File: config.mk
export PLATFORM = sky130hd
export DESIGN_NAME = uart_transmitter
export DESIGN_NICKNAME = d
export VERILOG_FILES = /design/src/rtl/uart_pkg.sv /design/src/rtl/uart_transmitter.sv
export SDC_FILE = /design/constraint.sdc
export NUM_CORES = 1
export LEC_CHECK = 0
export ABC_AREA = 1
export CAP_MARGIN = 20
export CORE_ASPECT_RATIO = 0.7
export CORE_MARGIN = 4
export CORE_UTILIZATION = 45
export CTS_BUF_LIST = sky130_fd_sc_hd__clkbuf_4
export DETAILED_ROUTE_END_ITERATION = 12
export PLACE_DENSITY = 0.7
export SETUP_SLACK_MARGIN = 0.2
export SLEW_MARGIN = 20
export SYNTH_ARGS = -nofsm -noshare
export SYNTH_HDL_FRONTEND = slang
export SYNTH_SLANG_ARGS = --single-unit
File: constraint.sdc
create_clock -name clk_100MHz -period 1.92 [get_ports clk_100MHz]
set_input_delay 0.192 -clock clk_100MHz [delete_from_list [all_inputs] [get_ports clk_100MHz]]
set_output_delay 0.192 -clock clk_100MHz [all_outputs]
set_load 0.1 [all_outputs]
File: src/rtl/uart_pkg.sv
// Shared UART definitions: FSM encoding, oversampling ratio and frame defaults.
package uart_pkg;

    // 16x oversampling: one bit period is this many sample ticks
    localparam int OVERSAMPLE = 16;

    // Frame defaults shared by the transmitter and the receiver
    localparam int DEF_DBITS   = 8;
    localparam int DEF_SB_TICK = 16;

    // 3-bit state encoding
    localparam logic [2:0] ST_IDLE   = 3'd0;
    localparam logic [2:0] ST_START  = 3'd1;
    localparam logic [2:0] ST_DATA   = 3'd2;
    localparam logic [2:0] ST_PARITY = 3'd3;
    localparam logic [2:0] ST_STOP   = 3'd4;

    typedef enum logic [2:0] {
        IDLE   = ST_IDLE,
        START  = ST_START,
        DATA   = ST_DATA,
        PARITY = ST_PARITY,
        STOP   = ST_STOP
    } tx_state_t;

endpackage

File: src/rtl/uart_transmitter.sv
// UART transmitter: start bit, DBITS data bits LSB first, optional parity,
// stop period. A one-entry holding register lets the next word be queued
// while a frame is on the line so consecutive frames have no idle gap.
//
// Handshake: a word is taken on any rising edge where tx_valid and tx_ready
// are both high; tx_ready is simply "holding register empty", so it never
// depends on tx_valid and drops the cycle after an accept.
module uart_transmitter
    import uart_pkg::*;
#(
    parameter int DBITS      = DEF_DBITS,
    parameter int SB_TICK    = DEF_SB_TICK,
    parameter int PARITY_EN  = 0,
    parameter int PARITY_ODD = 0
) (
    input  logic             clk_100MHz,
    input  logic             reset_n,
    input  logic             sample_tick,
    input  logic [DBITS-1:0] tx_data,
    input  logic             tx_valid,
    output logic             tx_ready,
    output logic             tx,
    output logic             tx_busy,
    output logic             tx_done
);

    localparam logic [4:0] TICK_LAST = 5'(OVERSAMPLE - 1);
    localparam logic [4:0] STOP_LAST = 5'(SB_TICK - 1);
    localparam logic [2:0] BIT_LAST  = 3'(DBITS - 1);
    localparam logic       ODD_SENSE = (PARITY_ODD != 0);

    tx_state_t        state;
    logic [4:0]       tick_cnt;
    logic [2:0]       bit_cnt;
    logic [DBITS-1:0] shift_reg;
    logic [DBITS-1:0] shift_next;
    logic [DBITS-1:0] hold_data;
    logic             hold_full;
    logic             parity_bit;
    logic             tx_reg;
    logic             done_reg;
    logic             stop_end;
    logic             start_frame;
    logic             accept;

    // Last tick of the stop period; the frame ends on this edge
    assign stop_end    = (state == STOP) && sample_tick && (tick_cnt == STOP_LAST);
    // The FSM takes the held word from IDLE or straight out of the stop period
    assign start_frame = hold_full && ((state == IDLE) || stop_end);
    assign accept      = tx_valid && !hold_full;
    assign shift_next  = shift_reg >> 1;

    assign tx_ready = !hold_full;
    assign tx       = tx_reg;
    assign tx_busy  = (state != IDLE);
    assign tx_done  = done_reg;

    // Holding register: filled on accept, drained when the FSM starts a frame
    always_ff @(posedge clk_100MHz or negedge reset_n) begin
        if (!reset_n) begin
            hold_full <= 1'b0;
            hold_data <= '0;
        end else if (start_frame) begin
            hold_full <= 1'b0;
        end else if (accept) begin
            hold_full <= 1'b1;
            hold_data <= tx_data;
        end
    end

    // Frame FSM with registered line output and done pulse
    always_ff @(posedge clk_100MHz or negedge reset_n) begin
        if (!reset_n) begin
            state      <= IDLE;
            tick_cnt   <= '0;
            bit_cnt    <= '0;
            shift_reg  <= '0;
            parity_bit <= 1'b0;
            tx_reg     <= 1'b1;
            done_reg   <= 1'b0;
        end else begin
            done_reg <= 1'b0;
            case (state)
                IDLE: begin
                    tx_reg <= 1'b1;
                    if (hold_full) begin
                        shift_reg  <= hold_data;
                        parity_bit <= (^hold_data) ^ ODD_SENSE;
                        tick_cnt   <= '0;
                        tx_reg     <= 1'b0;
                        state      <= START;
                    end
                end
                START: begin
                    if (sample_tick) begin
                        if (tick_cnt == TICK_LAST) begin
                            tick_cnt <= '0;
                            bit_cnt  <= '0;
                            tx_reg   <= shift_reg[0];
                            state    <= DATA;
                        end else begin
                            tick_cnt <= tick_cnt + 5'd1;
                        end
                    end
                end
                DATA: begin
                    if (sample_tick) begin
                        if (tick_cnt == TICK_LAST) begin
                            tick_cnt  <= '0;
                            shift_reg <= shift_next;
                            if (bit_cnt == BIT_LAST) begin
                                if (PARITY_EN != 0) begin
                                    tx_reg <= parity_bit;
                                    state  <= PARITY;
                                end else begin
                                    tx_reg <= 1'b1;
                                    state  <= STOP;
                                end
                            end else begin
                                bit_cnt <= bit_cnt + 3'd1;
                                tx_reg  <= shift_next[0];
                            end
                        end else begin
                            tick_cnt <= tick_cnt + 5'd1;
                        end
                    end
                end
                PARITY: begin
                    if (sample_tick) begin
                        if (tick_cnt == TICK_LAST) begin
                            tick_cnt <= '0;
                            tx_reg   <= 1'b1;
                            state    <= STOP;
                        end else begin
                            tick_cnt <= tick_cnt + 5'd1;
                        end
                    end
                end
                STOP: begin
                    if (sample_tick) begin
                        if (tick_cnt == STOP_LAST) begin
                            tick_cnt <= '0;
                            done_reg <= 1'b1;
                            if (hold_full) begin
                                shift_reg  <= hold_data;
                                parity_bit <= (^hold_data) ^ ODD_SENSE;
                                tx_reg     <= 1'b0;
                                state      <= START;
                            end else begin
                                tx_reg <= 1'b1;
                                state  <= IDLE;
                            end
                        end else begin
                            tick_cnt <= tick_cnt + 5'd1;
                        end
                    end
                end
                default: begin
                    tx_reg <= 1'b1;
                    state  <= IDLE;
                end
            endcase
        end
    end

endmodule

==> run summary <==
DRT Pass-1 Iters: 4
Critical Path Source Type: flip-flop
worst slew pin tran: 0.3697 ns
multi-input logic area: 768.2 sq um
buffers and inverters on the worst path: 3
via count: 1242
dpl hpwl: 2210 um
Yosys reg bits: 30
relative slew slack: 75.36%
fin crit period: 1.659 ns
Reg-to-Reg Start: state[0]$_DFFE_PN0P_
Fillers: 287
Worst Setup End Kind: output port
R2R Path End: tick_cnt[0]$_DFFE_PN0P_
R2R setup slack: 0.38 ns
clk buf depth: 2
post-synthesis sequential area ratio: 46.73%
Storage cell area: 754.5 sq um
cell family with most CP delay: flip-flops
Die Y: 58.03 um
Routed Wire Length: 3046 um
Yosys warning count: 0
# clock sinks: 30
core area: 0.003297 sq mm
EDFF count, synth: 0
cell count after synthesis: 170
setup violators final: 0
global placer's final weighted congestion: 0.8259
htree depth: 2
synth-to-layout area growth: 19.60%
Hold Worst Slack: 0.2320 ns
dpl ws: 0.4243 ns
row count: 17
RSZ-0062 raised after global routing: false
Peak Freq: 0.6027 GHz
Synth Cell Area: 0.001609 sq mm
Diodes inserted: 0
CP Max Fanout: 4
Worst EP required: 1.73 ns
Final Hold Fails: 0
Pwr Density: 1748 mW/mm^2
Top Ports: 16
vias per inst: 5.111
CTS Root Cell: clkbuf_4
Unique masters post-synth: 26
class of the worst hold path: input pin to async pin
fin crit share: 86.42%
number of max-cap violations: 0
Die Area: 0.004612 sq mm
Synth Net Count: 185
Clk Latency, worst-skew pair: 0.33 ns
Async SR Flop Fraction: 100.0%
DRC violations left: 0
ANT nets after route: 0
slowest stage delay, CP: 0.45 ns
pins over their slew limit: 0
P_leak: 0.8823 nW
Initial Util: 48.80%
Syn Area/Cell: 9.465 sq um
Placed Area: 0.001799 sq mm
CTS tree: built
setup TNS: 0 ns
antenna violations before repair: 0
Setup CP Type: flip-flop to output port
cts bufs inserted: 5
Die W: 79.47 um
arrival time worst endpoint: 1.47 ns
Util after Layout: 58.37%
Initial DRC Count: 96
Design Area, Final: 0.001924 sq mm
Layout Nets: 210
Main synth FF type: dfrtp_1
global-route wire length before repair: 5285 um
ratio of cells with drive above 1 in the final layout: 35.71%
buffers added on ports: 15
clock skew: 0.01856 ns
Crit-path slowest cell: dfrtp_2
Avg WL per Cell: 12.53 um
crit path cell chain: nor2_4 > inv_2 > nor2_2 > clkinvlp_4 > buf_12
status: complete, no violations
GRT overflow: 0
vias in the first global route: 1161
Setup WS post-layout: 0.2607 ns
worst vdd ir: 972.5 uV
# hold bufs at CTS: 0
Tot GR Track Use: 14.70%
R2R depth: 8
largest net degree at the start of global routing: 31
clock slew at reported path FFs: 0.11 ns
cells in the mapped netlist (2+ instances only):
| cell | n | share of area [%] |
|---|---|---|
| buf_6 | 2 | 1.4 |
| dfrtp_1 | 29 | 45 |
| ha_1 | 3 | 2.3 |
| inv_1 | 14 | 3.3 |
| inv_2 | 2 | 0.47 |
| mux2_2 | 8 | 5.6 |
| nand2_1 | 38 | 8.9 |
| nand2_2 | 11 | 4.3 |
| nand3_1 | 11 | 3.4 |
| nand3_4 | 2 | 2.2 |
| nand4_1 | 5 | 1.9 |
| nor2_1 | 3 | 0.70 |
| o21ai_0 | 16 | 5.0 |
| o21ai_1 | 2 | 0.62 |
| o21ai_2 | 7 | 3.8 |
| or2_2 | 7 | 2.7 |
final cells by class:
cell class	instances	area share, %
Clock buffer	5	1.951
Clock inverter	3	2.081
Inverter	16	3.511
Multi-Input combinational cell	121	39.92
Sequential cell	30	39.21
Tap cell	47	3.056
Timing Repair Buffer	21	10.27
power by group:
part / internal, mW / leakage (nW) / switching (mW)
Sequential: 0.898 / 0.374 / 0.191
Clock: 0.270 / 0.0450 / 0.228
Combinational: 0.664 / 0.464 / 1.11
metal layers:
metal  wire (um)  vias to the layer above  track usage [%]
li1            -                      612                -
met2        1383                       29            21.76
met4          27                        0            3.676
met1        1447                      596            20.37
met3         188                        5            5.435
met5           0                        -                0
worst max-delay path by stage:
stage,start,endpoint,slack [ns],cells after the start
finish,state[1]$_DFFE_PN0P_,tx_busy,0.26,5
global route,state[1]$_DFFE_PN0P_,tx_busy,0.21,5
CTS,state[0]$_DFFE_PN0P_,tx_busy,0.23,5
detailed placement,state[1]$_DFFE_PN0P_,tx_busy,0.42,5
global placement,state[0]$_DFFE_PN0P_,tx_busy,0.44,5
floorplan,state[0]$_DFFE_PN0P_,hold_full$_DFFE_PN0P_,0.20,6
per-stage QoR:
| step | power, mW | std cells |
|---|---|---|
| 6_report | 3.364 | 243 |
| 5_1_grt | 3.611 | 243 |
| 4_1_cts | 3.321 | 240 |
| 3_5_place_dp | 2.767 | 230 |
| 3_3_place_gp | 2.702 | 230 |
| 2_1_floorplan | 2.492 | 170 |
cells in the final DEF (no fill, tap or decap):
cell	instances
buf_4	9
mux2_2	8
dfrtp_2	2
clkinvlp_4	2
nand2_1	37
o21ai_1	2
dfrtp_1	27
clkinv_2	2
nor2_4	2
bufinv_16	1
nand4_1	5
nand2_8	1
nand3_2	1
clkbuf_4	5
a21oi_1	1
buf_12	1
clkdlybuf4s50_1	11
nand2_2	12
nor2_2	1
nand3_4	2
o21ai_2	8
inv_1	11
o21ai_0	15
nand3_1	11
nand3b_1	1
nor2_1	2
ha_1	3
dfstp_2	1
nand2_4	1
o21ai_4	1
inv_2	3
or2_2	7
what timing repair did:
action                     CTS  global route
setup endpoints to repair    1             1
pin swaps                    0             1
setup buffers                2             3
resized for setup            4             1
cell families (layout without fill, tap and decap cells):
group	after synthesis	in the layout	share of synthesized area (%)
simple gates	83	83	28.23
flops	30	30	46.73
compound gates	27	27	10.73
buf+inv	19	45	6.376
mux	8	8	5.599
fa+ha+maj	3	3	2.333
Note: power is estimated with default switching activity, not from simulation.
